`src/rtl/stopwatch_ctrl.sv`:
```
// Run/pause/clear sequencer for the 0.1 s BCD count channel, with tick prescaler and DONE blink.
// Latency: start/clear act at the sampling edge; run/done/count/disp_en are registered, tick is combinational.
// Backpressure: none; single-cycle pulses are consumed on the edge that samples them.
module stopwatch_ctrl #(
    parameter int         TICK_DIV    = 10_000_000,
    parameter logic [3:0] LIMIT_TEN   = 4'd3,
    parameter logic [3:0] LIMIT_UNIT  = 4'd0,
    parameter int         BLINK_TICKS = 5
) (
    input  logic       clk,
    input  logic       rst,
    input  logic       start_pulse,
    input  logic       clear_pulse,
    output logic       run,
    output logic       done,
    output logic       tick,
    output logic [3:0] count_ten,
    output logic [3:0] count_unit,
    output logic       disp_en
);

    localparam int PW = $clog2(TICK_DIV);
    localparam int BW = (BLINK_TICKS > 1) ? $clog2(BLINK_TICKS) : 1;
    localparam logic [PW-1:0] P_LAST = PW'(TICK_DIV - 1);
    localparam logic [BW-1:0] B_LAST = BW'(BLINK_TICKS - 1);

    localparam logic [1:0] S_IDLE  = 2'd0;
    localparam logic [1:0] S_RUN   = 2'd1;
    localparam logic [1:0] S_PAUSE = 2'd2;
    localparam logic [1:0] S_DONE  = 2'd3;

    logic [1:0]    r_state;
    logic [PW-1:0] r_presc;
    logic [BW-1:0] r_blink;
    logic [3:0]    r_ten;
    logic [3:0]    r_unit;
    logic          r_run;
    logic          r_done;
    logic          r_disp_en;

    logic          w_wrap;
    logic          w_tick;
    logic [PW-1:0] w_presc_nxt;
    logic [3:0]    w_inc_ten;
    logic [3:0]    w_inc_unit;
    logic          w_hit_limit;

    // Prescaler wrap decode and the BCD value the count would take on a tick.
    always_comb begin
        w_wrap      = (r_presc == P_LAST);
        w_tick      = (r_state == S_RUN) && w_wrap && !clear_pulse;
        w_presc_nxt = w_wrap ? '0 : r_presc + PW'(1);
        if (r_unit == 4'd9) begin
            w_inc_unit = 4'd0;
            w_inc_ten  = r_ten + 4'd1;
        end else begin
            w_inc_unit = r_unit + 4'd1;
            w_inc_ten  = r_ten;
        end
        w_hit_limit = ({w_inc_ten, w_inc_unit} == {LIMIT_TEN, LIMIT_UNIT});
    end

    // State machine, prescaler, count and blink; clear behaves exactly like reset.
    always_ff @(posedge clk) begin
        if (rst || clear_pulse) begin
            r_state   <= S_IDLE;
            r_presc   <= '0;
            r_blink   <= '0;
            r_ten     <= 4'd0;
            r_unit    <= 4'd0;
            r_run     <= 1'b0;
            r_done    <= 1'b0;
            r_disp_en <= 1'b1;
        end else begin
            case (r_state)
                S_IDLE: begin
                    if (start_pulse) begin
                        r_state <= S_RUN;
                        r_presc <= '0;
                        r_run   <= 1'b1;
                    end
                end
                S_RUN: begin
                    // Prescaler advances even on the pausing edge so run cycles
                    // before and after a pause add up to one full tick period.
                    r_presc <= w_presc_nxt;
                    if (w_tick) begin
                        r_ten  <= w_inc_ten;
                        r_unit <= w_inc_unit;
                    end
                    if (w_tick && w_hit_limit) begin
                        r_state <= S_DONE;
                        r_presc <= '0;
                        r_blink <= '0;
                        r_run   <= 1'b0;
                        r_done  <= 1'b1;
                    end else if (start_pulse) begin
                        r_state <= S_PAUSE;
                        r_run   <= 1'b0;
                    end
                end
                S_PAUSE: begin
                    if (start_pulse) begin
                        r_state <= S_RUN;
                        r_run   <= 1'b1;
                    end
                end
                S_DONE: begin
                    r_presc <= w_presc_nxt;
                    if (w_wrap) begin
                        if (r_blink == B_LAST) begin
                            r_blink   <= '0;
                            r_disp_en <= ~r_disp_en;
                        end else begin
                            r_blink <= r_blink + BW'(1);
                        end
                    end
                end
                default: begin
                    r_state <= S_IDLE;
                end
            endcase
        end
    end

    assign run        = r_run;
    assign done       = r_done;
    assign tick       = w_tick;
    assign count_ten  = r_ten;
    assign count_unit = r_unit;
    assign disp_en    = r_disp_en;

endmodule

```
`config.mk`:
```
export PLATFORM = sky130hd
export DESIGN_NAME = stopwatch_ctrl
export DESIGN_NICKNAME = d
export VERILOG_FILES = /design/src/rtl/stopwatch_ctrl.sv
export SDC_FILE = /design/constraint.sdc
export NUM_CORES = 1
export LEC_CHECK = 0
export CAP_MARGIN = 20
export CORE_ASPECT_RATIO = 0.7
export CORE_MARGIN = 2
export CORE_UTILIZATION = 50
export CTS_CLUSTER_SIZE = 24
export DETAILED_ROUTE_END_ITERATION = 7
export PLACE_DENSITY_LB_ADDON = 0.08
export SYNTH_ARGS = -nofsm -noshare
export SYNTH_HDL_FRONTEND = slang
export SYNTH_SLANG_ARGS = --single-unit
```
`constraint.sdc`:
```
create_clock -name clk -period 2.5 [get_ports clk]
set_input_delay 0.5 -clock clk [delete_from_list [all_inputs] [get_ports clk]]
set_output_delay 0.5 -clock clk [all_outputs]
set_load 0.02 [all_outputs]
```
### Word level (Yosys, flattened, before mapping)

Cells that the tools add are included.

* $add $sub $neg: 4
* equality and inequality tests: 12
* muxes and demuxes: 18
* bitwise logic cells: 1
* reductions and logical operators: 16

Operator list (count)
* 24-bit two-way mux: 3
* 24-bit one-hot mux with 3 select lines: 1
* 24-bit by 1-bit adder with 24-bit output (second input constant): 1
* 24-bit equality test (second input constant): 1
* 3-bit two-way mux: 3
* 3-bit AND reduction: 3
* 4-bit by 1-bit adder with 4-bit output (second input constant): 2
* 8-bit by 6-bit equality test with 1-bit output (second input constant): 1
* 4-bit two-way mux: 2
* 2-bit two-way mux: 3
* 3-bit one-hot mux with 2 select lines: 1
* 2-bit AND reduction: 3
* 2-bit equality test (second input constant): 2
* 4-bit equality test (second input constant): 1
* 2-bit by 1-bit != test with 1-bit output (second input constant): 2
* 2-bit != test (second input constant): 2
* 2-bit one-hot mux with 2 select lines: 1
* 2-bit nonzero test: 2
* 3-bit by 1-bit adder with 3-bit output (second input constant): 1
* 3-bit equality test (second input constant): 1
* 1-bit logical AND: 3
* 1-bit two-way mux: 3
* 3-bit by 2-bit != test with 1-bit output (second input constant): 1
* 3-bit nonzero test: 1
* 7 further kinds: 7

* register bits after elaboration: 40
* input bits: 4
* output and inout port bits: 12
* word-level logic and storage cells: 59

### Logic depth before layout (Yosys ltp)

Gate-level depths: netlist of the first run.

* depth after elaboration: 6
* mapped depth: 8
* depth with buffers taken out: 6

### Worst setup path after synthesis of the first run

Ideal clock, no wire load.

* path type: flip-flop to output port
* from: register r_presc[0]
* to: output tick
* arrival: 1403 ps
* required time: 2000 ps
* setup slack: 597 ps
* stages on the path, launching flop included: 6
* buffers on the path: 0
* cell sequence: dfxtp_1 ha_1 nand3_1 nor2_8 nand4_1 inv_1

* longest elaborated chain between the ends: 3

RTL lines
* start: declaration: RTL line 33 `logic [PW-1:0] r_presc;`
* start signal: assignment: RTL line 86 `r_presc <= w_presc_nxt;`
* start signal: assignment: RTL line 109 `r_presc <= w_presc_nxt;`
* 24-bit equality test: RTL line 50 `w_wrap = (r_presc == P_LAST);`
* 1-bit logical AND (2 in series): RTL line 51 `w_tick = (r_state == S_RUN) && w_wrap && !clear_pulse;`
* end: declaration: RTL line 16 `output logic tick,`

No other way between the ends.

### Worst setup path in the final report of the first run

* from: register r_presc[19]
* to: output tick

Same word-level chain as after synthesis.

==> results_dict.tcl, run 1 <==
set metrics [dict create \
    rows 20 \
    critPathMaxStageDelay_ns 0.38 \
    synth.distinct_cells 54 \
    async_reset_ff_share_pct 0 \
    die-area_sq_um 5030 \
    status "finished, final reports clean" \
    crit_type "flop to primary output" \
    path_max_fanout 4 \
    cts-root-buf "clkbuf_8" \
    ys_seq_area_share_pct 35.9 \
    worst-endpoint-required_ns 2.00 \
    yosys_warnings 0 \
    clock_path_buffers 2 \
    dp_hpwl_microns 3500 \
    maxCapViolations 0 \
    clk_pin_slew_ns 0.07 \
    setup_viol 0 \
    syn_inst 269 \
    yosys_most_used_dff "dfxtp_1" \
    rr_startpoint "r_presc[0]$_SDFFE_PP0P_" \
    p_leak_nw 0.941 \
    antenna_found_initial 0 \
    cts_buffers 5 \
    clkSinkCount 40 \
    slowest_stage "nor4bb_2" \
    top_layer "met4" \
    hold_viol_final 0 \
    die_h_microns 59.9 \
    grt_pass1_wl_microns 8060 \
    yosys.area.top_type "dfxtp_1" \
    ios 16 \
    cp_num_buf_inv 2 \
    synthTopCellsByCount "40 x dfxtp_1, 33 x nand2_1, 23 x a21oi_1, 23 x nand3_1, 23 x nor2_1" \
    cp_num_cells 5 \
    crit_path_end_kind "primary output" \
    ys_ff_latch 40 \
    avgViaCountPerCell 5.68 \
    drv_slew 0 \
    grt_max_degree 38 \
    cts_tree "yes" \
    wirelength_microns 4870 \
    dr_wl_met3_microns 166 \
    rsz0062_at_grt "no" \
    ys_top_cells_by_area "dfxtp_1 36%, nand2_1 5.5%, a21oi_1 5.2%" \
    regArea_sq_um 801 \
    initial_utilization_pct 51.6 \
    worstMarginPinSlew_ns 0.436 \
    wl_per_cell_microns 14.0 \
    firstDrtPassIters 4 \
    post-cts-setup-buffers 0 \
    worstPathCellList "nor4bb_2 -> and4_1 -> nand4_1 -> inv_1 -> dlygate4sd2_1" \
    reg2regPathDepth 7 \
    worstReg2RegEnd "r_blink[2]$_SDFFE_PP0P_" \
    multi_input_area_sq_um 1340 \
    post-route-min-period_ns 2.36 \
    place_congestion 0.782 \
    first_global_vias 1685 \
    drc_errors 0 \
    nNetsFinal 300 \
    grt_overflow_total 0 \
    drt-met1-wl_microns 2760 \
    fmax_mhz 424 \
    core_area_sq_um 4330 \
    cp-startpoint "r_presc[19]$_SDFFE_PP0P_" \
    antennaDiodeCount 0 \
    yosys.area.top_type_share_pct 35.9 \
    critPathArrivalTime_ns 1.86 \
    htree_levels 2 \
    cp_top_family "simple AND/OR/NAND/NOR gates" \
    dr_wl_met2_microns 1910 \
    die_x_microns 83.9 \
    track_usage_pct 20.2 \
    dr.first_iter.drc_count 185 \
    timing.final.crit_share_pct 94.2 \
    ant_nets 0 \
    vdd_ir_drop_max_mv 0.273 \
    slew_headroom_pct 70.8 \
    startpoint_type "flop" \
    dp_cells 340 \
    synth_nets 277 \
    syn_avg_cell_area_sq_um 8.30 \
    yosysMostFrequentCell "dfxtp_1" \
    min_path_type "flop to flop" \
    stdcell_count 347 \
    n_fill_cell 402 \
    rrSetupSlack_ns 0.45 \
    insertion_delay_ns 0.29 \
    clock-skew-final_ns 0.00496 \
    area_delta_synth_final_pct 15.4 \
    critPathCapture "tick" \
    drive_above_1_share_pct 11.6 \
    synth_edf_count 0 \
    syn_area_sq_um 2230 \
    powerDensity_nw_per_um2 425 \
    portBuffers 15 \
    finalSetupTns_ns 0 \
    dr_total_vias 1972 \
]
-- flip-flops by register name, indices dropped and copies added, names as in the netlist --
register    count
count_ten       4
count_unit      4
disp_en         1
done            1
r_blink         3
r_presc        24
r_state         2
run             1
-- cells by family after synthesis --
group | after synthesis | share of synthesized area, %
AO/OA/AOI/OAI | 64 | 18.3
buffers and inverters | 20 | 4.26
flip-flops | 40 | 35.9
multiplexers | 7 | 3.14
adder cells (fa/ha/maj) | 4 | 2.24
XOR/XNOR | 6 | 2.35
AND/OR/NAND/NOR | 128 | 33.8
-- worst min-delay path, cell delays in order, from the launching register on --
cell and delay, ns:
dfxtp_1 0.31, inv_1 0.05, a21oi_1 0.05
-- routing by layer --
layer	track usage (%)	vias to the layer above
li1	-	1040
met1	31.4	900
met2	27.8	28
met3	4.42	4
met4	5.76	0
met5	0	-
-- layout by cell type, fill, tap and decap left out, types with 2 or more instances in the layout --
cell type,instances
inv_1,9
and3_1,6
or3_1,2
o211ai_1,2
o21ai_1,3
buf_4,11
a21oi_1,23
dfxtp_1,40
a22oi_1,2
nor4bb_2,2
nand2_1,33
a41oi_1,2
and2_1,3
clkbuf_8,5
nor3b_1,2
nand4_1,7
nand2b_1,3
ha_1,4
xor2_1,3
nor3_2,2
xnor2_1,3
nor2_1,23
o21ai_0,5
and4_1,7
a32oi_1,2
a31oi_1,15
clkdlybuf4s50_1,14
nor3_4,2
nand3_1,23
mux2i_1,7
nand3b_1,3
-- what timing repair did --
| item | 4_1_cts | 5_1_grt |
|---|---|---|
| hold endpoints to repair | 0 | 0 |
| hold buffers | 0 | 0 |
| endpoints found under the setup margin | 1 | 0 |
| resized for setup | 2 | 0 |
-- layout make-up --
type | count | share of cell area, %
Sequential cell | 40 | 31.1
Clock buffer | 6 | 2.82
Clock inverter | 1 | 0.194
Multi-Input combinational cell | 209 | 52.2
Timing Repair Buffer | 27 | 9.76
Inverter | 9 | 1.31
Tap cell | 55 | 2.67
-- report_power, final --
group	switching (mW)	total [mW]	internal [mW]
sequential	0.00212	0.641	0.639
combinational	0.0293	0.0490	0.0197
clock	0.214	0.404	0.190
total	0.245	1.09	0.848
-- through the flow --
stage | utilization (%) | power (mW) | hold slack (ns) | setup slack (ns) | cell area [sq um]
floorplan | - | 0.685 | 0.440 | 0.597 | 2230
global placement | 57.6 | 0.705 | 0.435 | 0.184 | 2490
detailed placement | 57.6 | 0.705 | 0.439 | 0.158 | 2490
CTS | 59.5 | 1.11 | 0.451 | 0.153 | 2580
global route | 59.5 | 1.14 | 0.491 | 0.0578 | 2580
finish | 59.5 | 1.09 | 0.448 | 0.144 | 2580
-- how the worst min path moves through the flow --
stage                                  start                  endpoint  slack [ns]  depth (start not counted)
floorplan           r_presc[23]$_SDFFE_PP0P_  r_presc[23]$_SDFFE_PP0P_        0.44                          1
global placement           done$_SDFFE_PP0P_         done$_SDFFE_PP0P_        0.43                          2
detailed placement         done$_SDFFE_PP0P_         done$_SDFFE_PP0P_        0.44                          2
CTS                        done$_SDFFE_PP0P_         done$_SDFFE_PP0P_        0.45                          2
global route               done$_SDFFE_PP0P_         done$_SDFFE_PP0P_        0.49                          2
finish                     done$_SDFFE_PP0P_         done$_SDFFE_PP0P_        0.45                          2
Power figures use the tool's default switching activity.
==> run 2, diff against run 1 <==
--- a/config.mk
+++ b/config.mk
@@ -7,7 +7,7 @@
 export LEC_CHECK = 0
 export CAP_MARGIN = 20
 export CORE_ASPECT_RATIO = 0.7
-export CORE_MARGIN = 2
+export CORE_MARGIN = 5
 export CORE_UTILIZATION = 50
 export CTS_CLUSTER_SIZE = 24
 export DETAILED_ROUTE_END_ITERATION = 7
==> results_dict.tcl, run 2 (synthesis gave the netlist of run 1 again) <==
set metrics [dict create \
    first_global_vias 1728 \
    fmax_mhz 423 \
    status "finished, final reports clean" \
    powerDensity_nw_per_um2 466 \
    regMostFlops "r_presc" \
    p_leak_nw 0.966 \
    hold_viol_final 0 \
    critPathMaxStageDelay_ns 0.38 \
    post-route-min-period_ns 2.37 \
    clkSinkCount 40 \
    clock-skew-final_ns 0.00474 \
    die-area_sq_um 5920 \
    cts_tree "yes" \
    layout_common_cells "40 x dfxtp_1, 33 x nand2_1, 23 x nand3_1, 23 x nor2_1, 23 x a21oi_1" \
    wirelength_microns 5170 \
    worstMarginPinSlew_ns 0.467 \
    vdd_ir_drop_max_mv 0.312 \
    antenna_found_initial 0 \
    dr.first_iter.drc_count 99 \
    maxCapViolations 0 \
    ios 16 \
    worst-endpoint-required_ns 2.00 \
    grt_overflow_total 0 \
    antennaDiodeCount 0 \
    die_x_microns 89.9 \
    worst_slack_ns 0.134 \
    cts-root-buf "clkbuf_8" \
    preCtsSetupSlack_ns 0.184 \
    path_max_fanout 7 \
    die_h_microns 65.9 \
    mostFrequentLayoutCell "dfxtp_1" \
    rrSetupSlack_ns 0.47 \
    setup_viol 0 \
    clk_pin_slew_ns 0.08 \
    drive_above_1_share_pct 12.2 \
    rows 20 \
    worstPathCellList "nor4bb_2 -> and4_1 -> nand4_1 -> inv_1 -> dlygate4sd2_1" \
    nNetsFinal 302 \
    slew_headroom_pct 68.7 \
    dr_total_vias 2045 \
    drc_errors 0 \
    htree_levels 2 \
    crit_path_end_kind "primary output" \
    grt_pass1_wl_microns 8730 \
    cts_buffers 5 \
    grt_max_degree 38 \
    firstDrtPassIters 4 \
    wl_per_cell_microns 14.8 \
    dp_hpwl_microns 3660 \
    drv_slew 0 \
    slowest_stage "nor4bb_2" \
    track_usage_pct 18.3 \
    largest_register_ffs 24 \
    core_area_sq_um 4330 \
    area_delta_synth_final_pct 17.1 \
    initial_utilization_pct 51.6 \
    critPathArrivalTime_ns 1.87 \
    min_path_type "flop to flop" \
    place_congestion 0.779 \
    clock_path_buffers 2 \
    crit_type "flop to primary output" \
    insertion_delay_ns 0.29 \
    avgViaCountPerCell 5.84 \
    ant_nets 0 \
    timing.final.crit_share_pct 94.6 \
    rsz0062_at_grt "no" \
    finalSetupTns_ns 0 \
    portBuffers 15 \
    startpoint_type "flop" \
]
[run 2: cell count changes in the layout (fill, tap and decap cells not counted)]
cell,change
buf_4,+2
bufinv_16,+1
nor4bb_1,+1
nor4bb_2,-1
[run 2: cell type report]
| cell class | count | area (sq um) |
|---|---|---|
| Fill cell | 381 | 1710 |
| Multi-Input combinational cell | 209 | 1340 |
| Sequential cell | 40 | 801 |
| Timing Repair Buffer | 29 | 267 |
| Clock buffer | 6 | 72.6 |
| Tap cell | 55 | 68.8 |
| Clock inverter | 2 | 35.0 |
| Inverter | 9 | 33.8 |
[run 2: power by group]
part	switching, mW	internal, mW
Sequential	0.00211	0.639
Combinational	0.0299	0.0207
Clock	0.231	0.296
[run 2: through the flow]
stage	power, mW	hold slack (ns)	std cells	cell area, sq um	util, %
6_report	1.22	0.474	350	2620	60.4
5_1_grt	1.27	0.489	350	2620	60.4
4_1_cts	1.23	0.482	350	2620	60.4
3_5_place_dp	0.706	0.457	342	2510	57.9
3_3_place_gp	0.706	0.435	342	2510	57.9
2_1_floorplan	0.685	0.440	269	2230	-
[run 2: timing repair]
action                     in CTS  in global routing
setup endpoints to repair       1                  0
gates resized for setup         1                  0
hold endpoints to repair        0                  0
hold buffers                    0                  0
setup buffers                   0                  0
[run 2: critical path: cells and delay by family, from the launching register on]
| kind | cells | cell delay, ns |
|---|---|---|
| flip-flops | 1 | 0.37 |
| buffers and inverters | 2 | 0.40 |
| AND/OR/NAND/NOR | 3 | 0.81 |
[run 2: final timing paths]
kind	depth (start not counted)	start	endpoint
max	5	r_presc[17]$_SDFFE_PP0P_	tick
min	2	done$_SDFFE_PP0P_	done$_SDFFE_PP0P_
max reg2reg	7	r_presc[0]$_SDFFE_PP0P_	r_blink[2]$_SDFFE_PP0P_
min reg2reg	2	done$_SDFFE_PP0P_	done$_SDFFE_PP0P_
[run 2: per-layer routing]
metal | up-vias | routed length [microns] | global-route usage [%]
met1 | 943 | 2670 | 28.4
li1 | 1039 | - | -
met4 | 0 | 29 | 6.13
met5 | - | 0 | 0
met2 | 61 | 2160 | 24.5
met3 | 2 | 315 | 3.87
==> run 3, diff against run 2 <==
--- a/config.mk
+++ b/config.mk
@@ -9,6 +9,7 @@
 export CORE_ASPECT_RATIO = 0.7
 export CORE_MARGIN = 5
 export CORE_UTILIZATION = 50
+export CTS_BUF_LIST = sky130_fd_sc_hd__clkbuf_2 sky130_fd_sc_hd__clkbuf_4 sky130_fd_sc_hd__clkbuf_8
 export CTS_CLUSTER_SIZE = 24
 export DETAILED_ROUTE_END_ITERATION = 7
 export PLACE_DENSITY_LB_ADDON = 0.08
==> results_dict.tcl, run 3 (synthesis gave the netlist of run 1 again) <==
set metrics [dict create \
    p_leak_nw 0.969 \
    combPwrFrac_pct 4.1 \
    grt_max_degree 38 \
    antenna_found_initial 0 \
    avgViaCountPerCell 5.84 \
    worst_slack_ns 0.129 \
    slowest_stage "nor4bb_2" \
    dr_wl_met2_microns 2120 \
    place_congestion 0.779 \
    worstPathCellList "nor4bb_2 -> and4_1 -> nand4_1 -> inv_1 -> dlygate4sd2_1" \
    holdWs_ns 0.474 \
    post-route-min-period_ns 2.37 \
    drc_errors 0 \
    finalPower_mw 1.23 \
    initial_utilization_pct 51.6 \
    n_fill_cell 380 \
    firstDrtPassIters 4 \
    cp_num_buf_inv 2 \
    wirelength_microns 5130 \
    min_from "done$_SDFFE_PP0P_" \
    clock_path_buffers 2 \
    path_max_fanout 7 \
    crit_type "flop to primary output" \
    powerDensity_nw_per_um2 471 \
    worst-endpoint-required_ns 2.00 \
    clkSinkCount 40 \
    clk_pin_slew_ns 0.08 \
    drt-met1-wl_microns 2720 \
    clock-skew-final_ns 0.00465 \
    timing.final.crit_share_pct 94.9 \
    post-route-util_pct 60.5 \
    final_design_area_no_fill_sq_um 2620 \
    maxCapViolations 0 \
    post-cts-setup-buffers 0 \
    die_x_microns 89.9 \
    rr_startpoint "r_presc[0]$_SDFFE_PP0P_" \
    finalSetupTns_ns 0 \
    drive_above_1_share_pct 12.5 \
    htree_levels 2 \
    dp_hpwl_microns 3660 \
    switching_share_pct 21.6 \
    layout_common_cells "40 x dfxtp_1, 33 x nand2_1, 23 x nand3_1, 23 x nor2_1, 23 x a21oi_1" \
    p_seq_share_pct 52.0 \
    slew_headroom_pct 68.7 \
    dr_wl_met3_microns 241 \
    portBuffers 15 \
    grt_overflow_total 0 \
    track_usage_pct 18.3 \
    critPathArrivalTime_ns 1.87 \
    rsz0062_at_grt "no" \
    cts-root-buf "clkbuf_8" \
    antennaDiodeCount 0 \
    rows 20 \
    drv_slew 0 \
    stdcell_count 350 \
    critPathMaxStageDelay_ns 0.38 \
    cp_top_family "simple AND/OR/NAND/NOR gates" \
    largest_register_ffs 24 \
    die-area_sq_um 5920 \
    top_layer "met4" \
    startpoint_type "flop" \
    cts_buffers 5 \
    preCtsSetupSlack_ns 0.184 \
    dr_total_vias 2045 \
    grt_pass1_wl_microns 8740 \
    area_delta_synth_final_pct 17.3 \
    cts_tree "yes" \
    regMostFlops "r_presc" \
    setup_viol 0 \
    worstMarginPinSlew_ns 0.466 \
    min_path_type "flop to flop" \
    crit_path_end_kind "primary output" \
    intPower_mw 0.967 \
    insertion_delay_ns 0.30 \
    switchingPower_mw 0.266 \
    vdd_ir_drop_max_mv 0.312 \
    fmax_mhz 422 \
    dr.first_iter.drc_count 126 \
    worstReg2RegEnd "r_blink[2]$_SDFFE_PP0P_" \
    holdPathEnd "done$_SDFFE_PP0P_" \
    nNetsFinal 302 \
    dp_cells 342 \
    first_global_vias 1727 \
    rrSetupSlack_ns 0.47 \
    p_clk_share_pct 43.9 \
    cp_num_cells 5 \
    mostFrequentLayoutCell "dfxtp_1" \
    reg2regPathDepth 7 \
    wl_per_cell_microns 14.7 \
    hold_depth 2 \
    die_h_microns 65.9 \
    status "finished, final reports clean" \
    core_area_sq_um 4330 \
    ios 16 \
    hold_viol_final 0 \
    placed_cell_area_sq_um 2510 \
    ant_nets 0 \
]
[run 3: cell count changes in the layout (fill, tap and decap cells not counted)]
| cell | change |
|---|---|
| clkbuf_4 | +1 |
| clkbuf_1 | -1 |
[run 3: how the worst max path moves through the flow]
stage / startpoint / endpoint / slack, ns
floorplan: r_presc[0]$_SDFFE_PP0P_ / tick / 0.60
global placement: clear_pulse / tick / 0.18
detailed placement: clear_pulse / tick / 0.18
CTS: r_presc[17]$_SDFFE_PP0P_ / tick / 0.13
global route: r_presc[17]$_SDFFE_PP0P_ / tick / 0.01
finish: r_presc[17]$_SDFFE_PP0P_ / tick / 0.13
[run 3: power by group through the flow]
stage / Sequential, mW / Combinational (mW) / Clock, mW
after floorplan: 0.657 / 0.0281 / 0
after global placement: 0.656 / 0.0500 / 0
after detailed placement: 0.656 / 0.0502 / 0
after CTS: 0.641 / 0.0505 / 0.552
after global routing: 0.641 / 0.0564 / 0.589
final: 0.641 / 0.0503 / 0.541
[run 3: layer usage]
layer,vias up,GRT usage [%]
li1,1041,-
met1,956,28.4
met2,44,24.5
met3,4,3.87
met4,0,6.13
met5,-,0
[run 3: layout make-up]
class / count / area [sq um] / share of cell area [%]
sequential: 40 / 801 / 30.6
clock buffer: 6 / 76.3 / 2.91
multi-input combinational: 209 / 1340 / 51.1
tap: 55 / 68.8 / 2.63
timing repair buffer: 29 / 267 / 10.2
clock inverter: 2 / 35.0 / 1.34
inverter: 9 / 33.8 / 1.29
[run 3: tightest hold or removal path, stage by stage (launching register included)]
cell,delay [ns]
dfxtp_1,0.32
inv_1,0.05
a21oi_1,0.06
[run 3: timing repair]
item | CTS | global route
hold buffers | 0 | 0
gates resized for setup | 1 | 0
setup endpoints to repair | 1 | 0
